**src/rtl/fact_share_arb_pkg.sv**
```systemverilog
// Shared types and helpers for the factorial-unit sharing arbiter.
// FACT_SHARE_ARB_STATS_EN is left undefined by default (grant/in-flight statistics off).
package fact_share_arb_pkg;

    localparam int INT_N = 16;
    typedef logic [INT_N-1:0] int_t;

    function automatic int clog2(input int value);
        int r;
        r = 0;
        for (int i = 0; i < 31; i++) begin
            if ((1 << i) < value) r = i + 1;
        end
        return r;
    endfunction

endpackage

```
**src/rtl/fact_share_tag_fifo.sv**
```systemverilog
// In-order tag FIFO recording which requester owns each in-flight transaction.
// A push into a full FIFO is accepted only when a pop happens in the same cycle.
module fact_share_tag_fifo
    import fact_share_arb_pkg::*;
#(
    parameter int DEPTH = 4,
    parameter int TAG_W = 2
) (
    input  logic                   clk,
    input  logic                   rst,
    input  logic                   push,
    input  logic                   pop,
    input  logic [TAG_W-1:0]       din,
    output logic [TAG_W-1:0]       dout,
    output logic                   full,
    output logic                   empty,
    output logic [clog2(DEPTH):0]  count
);

    localparam int PTR_W = clog2(DEPTH);
    localparam int CNT_W = PTR_W + 1;

    logic [TAG_W-1:0] mem [DEPTH];
    logic [PTR_W-1:0] wr_ptr;
    logic [PTR_W-1:0] rd_ptr;
    logic             wr_en;
    logic             rd_en;

    assign full  = (count == CNT_W'(DEPTH));
    assign empty = (count == '0);
    assign rd_en = pop && !empty;
    assign wr_en = push && (!full || rd_en);
    assign dout  = mem[rd_ptr];

    always_ff @(posedge clk) begin
        if (rst) begin
            wr_ptr <= '0;
            rd_ptr <= '0;
            count  <= '0;
            for (int i = 0; i < DEPTH; i++) mem[i] <= '0;
        end else begin
            if (wr_en) begin
                mem[wr_ptr] <= din;
                wr_ptr      <= wr_ptr + PTR_W'(1);
            end
            if (rd_en) rd_ptr <= rd_ptr + PTR_W'(1);
            case ({wr_en, rd_en})
                2'b10:   count <= count + CNT_W'(1);
                2'b01:   count <= count - CNT_W'(1);
                default: count <= count;
            endcase
        end
    end

endmodule

```
**src/rtl/fact_share_arb.sv**
```systemverilog
// Round-robin arbiter sharing one in-order sync compute unit between N requesters.
// Define FACT_SHARE_ARB_STATS_EN to add per-requester grant counters and an in-flight high-water mark.
module fact_share_arb
    import fact_share_arb_pkg::*;
#(
    parameter int N     = 4,
    parameter int DEPTH = 4,
    parameter int W     = INT_N
) (
    input  logic                   clk,
    input  logic                   rst,
    input  logic [N-1:0]           req_valid,
    output logic [N-1:0]           req_ready,
    input  logic [N*W-1:0]         req_data,
    output logic [N-1:0]           rsp_valid,
    input  logic [N-1:0]           rsp_ready,
    output logic [N*W-1:0]         rsp_data,
    output logic                   u_in_valid,
    input  logic                   u_in_ready,
    output logic [W-1:0]           u_in0,
    input  logic                   u_out_valid,
    output logic                   u_out_ready,
    input  logic [W-1:0]           u_out0
`ifdef FACT_SHARE_ARB_STATS_EN
    ,
    output logic [N*16-1:0]        grant_cnt,
    output logic [clog2(DEPTH):0]  max_inflight
`endif
);

    localparam int TAG_W = clog2(N);
    localparam int CNT_W = clog2(DEPTH) + 1;

    logic [TAG_W-1:0] rr_ptr;
    logic [TAG_W-1:0] cand;
    logic [TAG_W-1:0] head;
    logic             fifo_full;
    logic             fifo_empty;
    logic [CNT_W-1:0] fifo_count;
    logic             can_push;
    logic             fire;
    logic             pop;

    // First valid requester after the last granted one, wrapping mod N.
    function automatic logic [TAG_W-1:0] rr_pick(input logic [N-1:0] valid,
                                                 input logic [TAG_W-1:0] ptr);
        logic [TAG_W-1:0] pick;
        logic             found;
        int               idx;
        pick  = '0;
        found = 1'b0;
        for (int k = 1; k <= N; k++) begin
            idx = (int'(ptr) + k) % N;
            if (!found && valid[idx]) begin
                found = 1'b1;
                pick  = TAG_W'(idx);
            end
        end
        return pick;
    endfunction

    assign cand        = rr_pick(req_valid, rr_ptr);
    assign u_out_ready = rsp_ready[head] && !fifo_empty;
    assign pop         = u_out_valid && u_out_ready;
    assign can_push    = !fifo_full || pop;
    assign u_in_valid  = (|req_valid) && can_push && !rst;
    assign u_in0       = req_data[cand*W +: W];
    assign fire        = u_in_valid && u_in_ready;
    assign rsp_data    = {N{u_out0}};

    always_comb begin
        req_ready = '0;
        if (fire) req_ready[cand] = 1'b1;
    end

    always_comb begin
        rsp_valid = '0;
        if (u_out_valid && !fifo_empty) rsp_valid[head] = 1'b1;
    end

    // Priority only moves on an actual issue, never on idle cycles.
    always_ff @(posedge clk) begin
        if (rst) rr_ptr <= TAG_W'(N - 1);
        else if (fire) rr_ptr <= cand;
    end

    fact_share_tag_fifo #(
        .DEPTH (DEPTH),
        .TAG_W (TAG_W)
    ) u_tag_fifo (
        .clk   (clk),
        .rst   (rst),
        .push  (fire),
        .pop   (pop),
        .din   (cand),
        .dout  (head),
        .full  (fifo_full),
        .empty (fifo_empty),
        .count (fifo_count)
    );

`ifdef FACT_SHARE_ARB_STATS_EN
    always_ff @(posedge clk) begin
        if (rst) begin
            grant_cnt    <= '0;
            max_inflight <= '0;
        end else begin
            if (fire && grant_cnt[cand*16 +: 16] != 16'hFFFF)
                grant_cnt[cand*16 +: 16] <= grant_cnt[cand*16 +: 16] + 16'd1;
            if (fifo_count > max_inflight) max_inflight <= fifo_count;
        end
    end
`else
    logic unused_count;
    assign unused_count = ^fifo_count;
`endif

endmodule

```
**config.mk**
```make
export PLATFORM = sky130hd
export DESIGN_NAME = fact_share_arb
export DESIGN_NICKNAME = d
export VERILOG_FILES = /design/src/rtl/fact_share_arb_pkg.sv /design/src/rtl/fact_share_tag_fifo.sv /design/src/rtl/fact_share_arb.sv
export SDC_FILE = /design/constraint.sdc
export NUM_CORES = 1
export LEC_CHECK = 0
export ABC_AREA = 0
export ABC_CLOCK_PERIOD_IN_PS = 3300
export CAP_MARGIN = 15
export CELL_PAD_IN_SITES_DETAIL_PLACEMENT = 0
export CELL_PAD_IN_SITES_GLOBAL_PLACEMENT = 1
export CORE_ASPECT_RATIO = 1.2
export CORE_MARGIN = 2
export CORE_UTILIZATION = 20
export DETAILED_ROUTE_END_ITERATION = 10
export GPL_TIMING_DRIVEN = 0
export PLACE_DENSITY_LB_ADDON = 0.15
export REMOVE_ABC_BUFFERS = 1
export SLEW_MARGIN = 20
export SYNTH_ARGS = -nofsm -noshare
export SYNTH_HDL_FRONTEND = slang
export SYNTH_HIERARCHICAL = 1
export SYNTH_SLANG_ARGS = --single-unit
```
**constraint.sdc**
```tcl
create_clock -name clk -period 3.3 [get_ports clk]
set_input_delay 0.33 -clock clk [delete_from_list [all_inputs] [get_ports clk]]
set_output_delay 0.33 -clock clk [all_outputs]
set_load 0.05 [all_outputs]
```
Word-level counts from Yosys, hierarchy flattened. Memories as Yosys holds them, arrays and structs flattened. A register that Yosys moved wholly into a read port is not among the register bits. Index checks and enable logic that the tools add are counted.

Memories: 1. Flip-flop bits (word level): 9. Input bits: 92. Bits in writable memories: 8.

Bitwise logic cells: 4. Magnitude comparators: 8. Shifts and indexed selects: 1. Reductions and logical operators: 29. Add/sub/neg operators: 8. Mux-type cells: 38. Equal/unequal tests: 3.

Memories: u_tag_fifo.mem (words 4, bits a word 2, rd ports 1, clocked after Yosys merged registers in 1, wr ports 4, line fact_share_tag_fifo.sv:23) `logic [TAG_W-1:0] mem [DEPTH];`.

Operator list (number): $shiftx A64 B7 Y16 (1); $mux W1 (20); $lt A3 B4 Y1 const B (4); $mux W2 (8); $logic_and A1 B1 Y1 (13); $bmux W1 S2 (5); $reduce_or A2 Y1 (5); $add A2 B1 Y2 const B (4); $mux W4 (2); $logic_not A1 Y1 (6); $lt A2 B3 Y1 const B (2); $pmux W3 S2 (1); $add A2 B2 Y2 const B (2); $and A1 B1 Y1 const A (4); $demux W1 S2 (2); $ge A2 B1 Y1 const B (2); $reduce_or A4 Y1 (1); $add A3 B1 Y3 const B (1); $eq A3 B3 Y1 const B (1); $logic_not A3 Y1 (1); $sub A3 B1 Y3 const B (1); $eq A2 B1 Y1 const B (1); $eq A2 B2 Y1 const B (1); $logic_or A1 B1 Y1 (2); $reduce_bool A2 Y1 (1).

Depth between registers and ports, before layout.
Depth after elaboration: 21. Mapped depth: 12. Depth with buffers taken out: 12.

By module. The synthesis kept the hierarchy.

Modules (own cells, without submodules): fact_share_arb (area each 1330.0 um^2, cells each 158, sequential area each 40.0 um^2, times used 1); fact_share_tag_fifo (area each 780.7 um^2, cells each 74, sequential area each 420.4 um^2, times used 1).

Worst setup path before layout. OpenSTA, ideal clock, no wires.

Path type: reg-to-reg. From: reg (tool-made name). To: reg u_tag_fifo.count[2]. Stages on the path, launching flop included: 13. Arrival: 3.198 ns. Period minus slack after synthesis: 3.269 ns. Library setup time: 0.071 ns. Path slack: 0.031 ns. Path buffers: 1. Cells stage by stage: dfxtp_1 > mux4_2 > mux2i_1 > o22ai_1 > or4b_1 > buf_2 > nand2_2 > ha_1 > inv_1 > fa_1 > xor2_1 > or3_1 > a21oi_1.

RTL lines: end signal: assignment (line fact_share_tag_fifo.sv:48) `2'b10: count <= count + CNT_W'(1);`; end signal: assignment (line fact_share_tag_fifo.sv:49) `2'b01: count <= count - CNT_W'(1);`; end signal: assignment (line fact_share_tag_fifo.sv:50) `default: count <= count;`; end: declaration (line fact_share_tag_fifo.sv:17) `output logic [clog2(DEPTH):0] count`.

==> metrics.yaml <==
status: "completed"
critPathCaptureType: "flop"
core_region_area_sq_mm: 0.0104
buffer_ports.inserted: 101
max_slew_margin_pct: 61.6
post-route-period-util_pct: 96.7
antenna_violating_nets_post_route: 0
initial_drc_count: 55
routedLengthMet1_um: 2600
clock_sink_count: 19
finalHoldViolCount: 0
synth_edf_count: 8
grt_overflow_total: 0
start_util_pct: 20.3
timing_worst_slew_pin_value_ns: 0.575
mappedNetlistArea_sq_mm: 0.00211
htree_levels: 1
category_of_the_worst_setup_path_launch_point: "flop"
vdd_drop_max_mv: 0.134
path_delay_family: "simple AND/OR/NAND/NOR gates"
routed_wirelength_normalized_by_instance_count_um: 16.1
height_of_the_die_um: 117
detailedPlacementHpwl_um: 5180
max_cap_viols: 0
worst_slack_ns: 0.109
final_min_period_ns: 3.19
top_layer_used: "met4"
die_width_um: 97.8
crit_slowest_cell: "mux4_2"
antenna_diode_count: 0
holdBufCountCts: 0
clk-insertion-delay-late_ns: 0.24
setup.reg_to_reg.worst_slack_ns: 0.11
global_route.usage.total_pct: 10.8
cts_made_buffers: 3
die-area_sq_mm: 0.0114
placement.cell_area_sq_mm: 0.00281
ys_warn_count: 6
first_global_vias: 1787
synth_cells: 232
cts-root-buf: "clkbuf_16"
setup_repair_after_global_routing_missed_its_margin: "true"
pre_cts_slack_ns: -0.348
routabilityCongestion: 0.648
clock.fmax_ghz: 0.313
worstPathMaxFanout: 5
ys_ff_latch: 19
maximum_number_of_pins_on_one_net_before_global_route_repair: 16
drt_drc_violations_left: 0
final_nets: 368
async_set_or_reset_register_ratio_after_synthesis_pct: 0
powerDensity_mw_per_mm2: 373
path_cells: "mux4_2 -> mux2i_4 -> o22ai_4 -> or4b_4 -> nand2_4 -> ha_4 -> inv_1 -> fa_2 -> xor2_1 -> or3_1 -> a21oi_1"
data_arrival_critical_path_ns: 3.36
worst_path_largest_cell_delay_ns: 0.60
synthDistinctLibCells: 45
post_synth.cell_area_avg_sq_um: 9.10
stdcell_area_sq_mm: 0.00301
critical_path_buf_inv_count: 1
drt-vias-per-instance: 4.32
max-clock-path-buffers: 2
report.final.slew_viol_count: 0
wl_met3_um: 1090
critPathKind: "flop to flop"
layout-drive-gt1-share_pct: 12.8
leakagePower_nw: 1.20
grt_antenna_before_repair: 0
yosysSeqAreaShare_pct: 21.8
wire_length_of_the_first_global_routing_pass_um: 9580
clk_pin_slew_worst_paths_ns: 0.05
tritoncts: "done"
boundaryPins: 182
wl_met2_um: 2720
finClkSkew_ns: 0.00149
num_vias: 1738
number_of_failing_setup_endpoints_in_the_final_timing_report: 0
hold_class: "flop to flop"
power.total_mw: 1.12
area_growth_pct: 42.4
wirelength_um: 6460
synth-main-ff-cell: "dfxtp_1"
floorplan.rows: 41
drtPass1Iterations: 4
critical_path_required_ns: 3.47
## routing by layer
| metal | track usage [%] | vias to the layer above |
|---|---|---|
| met2 | 15.9 | 131 |
| met4 | 2.50 | 0 |
| met1 | 12.9 | 777 |
| met3 | 7.42 | 2 |
| li1 | - | 828 |
| met5 | 0 | - |
## cells by family (layout without fill, tap and decap cells)
logic type                 Yosys count  count (layout)  synth area share [%]
AOI/OAI and AO/OA                   20              21                  6.64
xor gates and xnor gates             3               3                  1.25
adders and majority gates            2               2                  1.54
buffers and inverters               84             124                  28.0
DFF                                 19              19                  21.8
muxes                               56              56                  28.0
and+or+nand+nor                     48              48                  12.7
## Yosys cell counts, types with 2 or more instances
library cell  number  share of area (%)
buf_4             67                 24
mux2i_1           52                 25
nor2_1            17                3.0
dfxtp_1           11                 10
inv_1             11                2.0
edfxtp_1           8                 11
nor3_1             5                1.2
a21oi_1            4               0.95
nand2b_1           4                1.2
o21ai_0            4               0.95
buf_6              3                1.6
nand2_1            3               0.53
nand4_1            3               0.89
xor2_1             3                1.2
clkbuf_1           2               0.36
mux4_2             2                2.1
nand3b_1           2               0.71
nor3b_1            2               0.71
o31ai_1            2               0.71
or3_1              2               0.59
## where the power goes
part | internal [mW] | switching [mW]
Clock | 0.162 | 0.0820
Combinational | 0.271 | 0.336
Sequential | 0.258 | 0.0127
## repair_timing
action / 4_1_cts / 5_1_grt
cloned: 1 / 0
setup buffers: 0 / 6
pin swaps: 1 / 5
endpoints found under the setup margin: 7 / 10
resized for setup: 17 / 24
## worst register-to-register path: stages (launching register included)
cell and delay (ns):
edfxtp_1 0.37, mux4_2 0.60, mux2i_4 0.26, o22ai_4 0.11
or4b_4 0.57, nand2_4 0.12, ha_4 0.14, inv_1 0.05
fa_2 0.33, xor2_1 0.15, or3_1 0.30, a21oi_1 0.12
## path summary, 6_finish.rpt
kind | startpoint | end | cells after the start
min reg2reg | u_tag_fifo/rd_ptr[1] | u_tag_fifo/rd_ptr[1] | 2
max reg2reg | u_tag_fifo/mem[3][1] | u_tag_fifo/count[2] | 11
max | u_tag_fifo/mem[3][1] | u_tag_fifo/count[2] | 11
min | u_tag_fifo/rd_ptr[1] | u_tag_fifo/rd_ptr[1] | 2
## per-stage QoR
| stage | TNS [ns] | hold WS [ns] | util (%) | instances |
|---|---|---|---|---|
| CTS | -0.119 | 0.497 | 28.0 | 396 |
| detailed placement | -0.605 | 0.489 | 27.0 | 391 |
| finish | 0 | 0.506 | 28.9 | 402 |
| floorplan | -30.91 | 0.392 | - | 159 |
| global route | -0.0156 | 0.556 | 28.9 | 402 |
| global placement | -74.12 | 0.479 | 26.3 | 389 |
## placed cells by master, fill, tap and decap left out, types with 2 or more instances in the layout
cell type,n
mux2i_4,2
o31ai_1,2
nor3_1,5
a21oi_1,4
clkbuf_16,3
nand2_1,3
or3_1,2
inv_1,10
clkbuf_2,3
xor2_1,3
edfxtp_1,8
nand4_1,3
clkdlybuf4s50_1,86
nand2b_1,4
nand3b_1,2
buf_16,2
mux2i_1,50
dlygate4sd2_1,6
nor2_1,17
o21ai_4,2
o21ai_0,4
dlymetal6s2s_1,4
dfxtp_1,10
buf_4,6
mux4_2,2
nor3b_1,2
## cell type report
type                            count  area (sq um)
Clock inverter                      1          5.00
Timing Repair Buffer              109          1100
Multi-Input combinational cell    130          1160
Tap cell                          129           161
Sequential cell                    19           462
Clock buffer                        3          75.1
Fill cell                        1100          7410
Inverter                           11          45.0
Power figures use the tool's default switching activity.
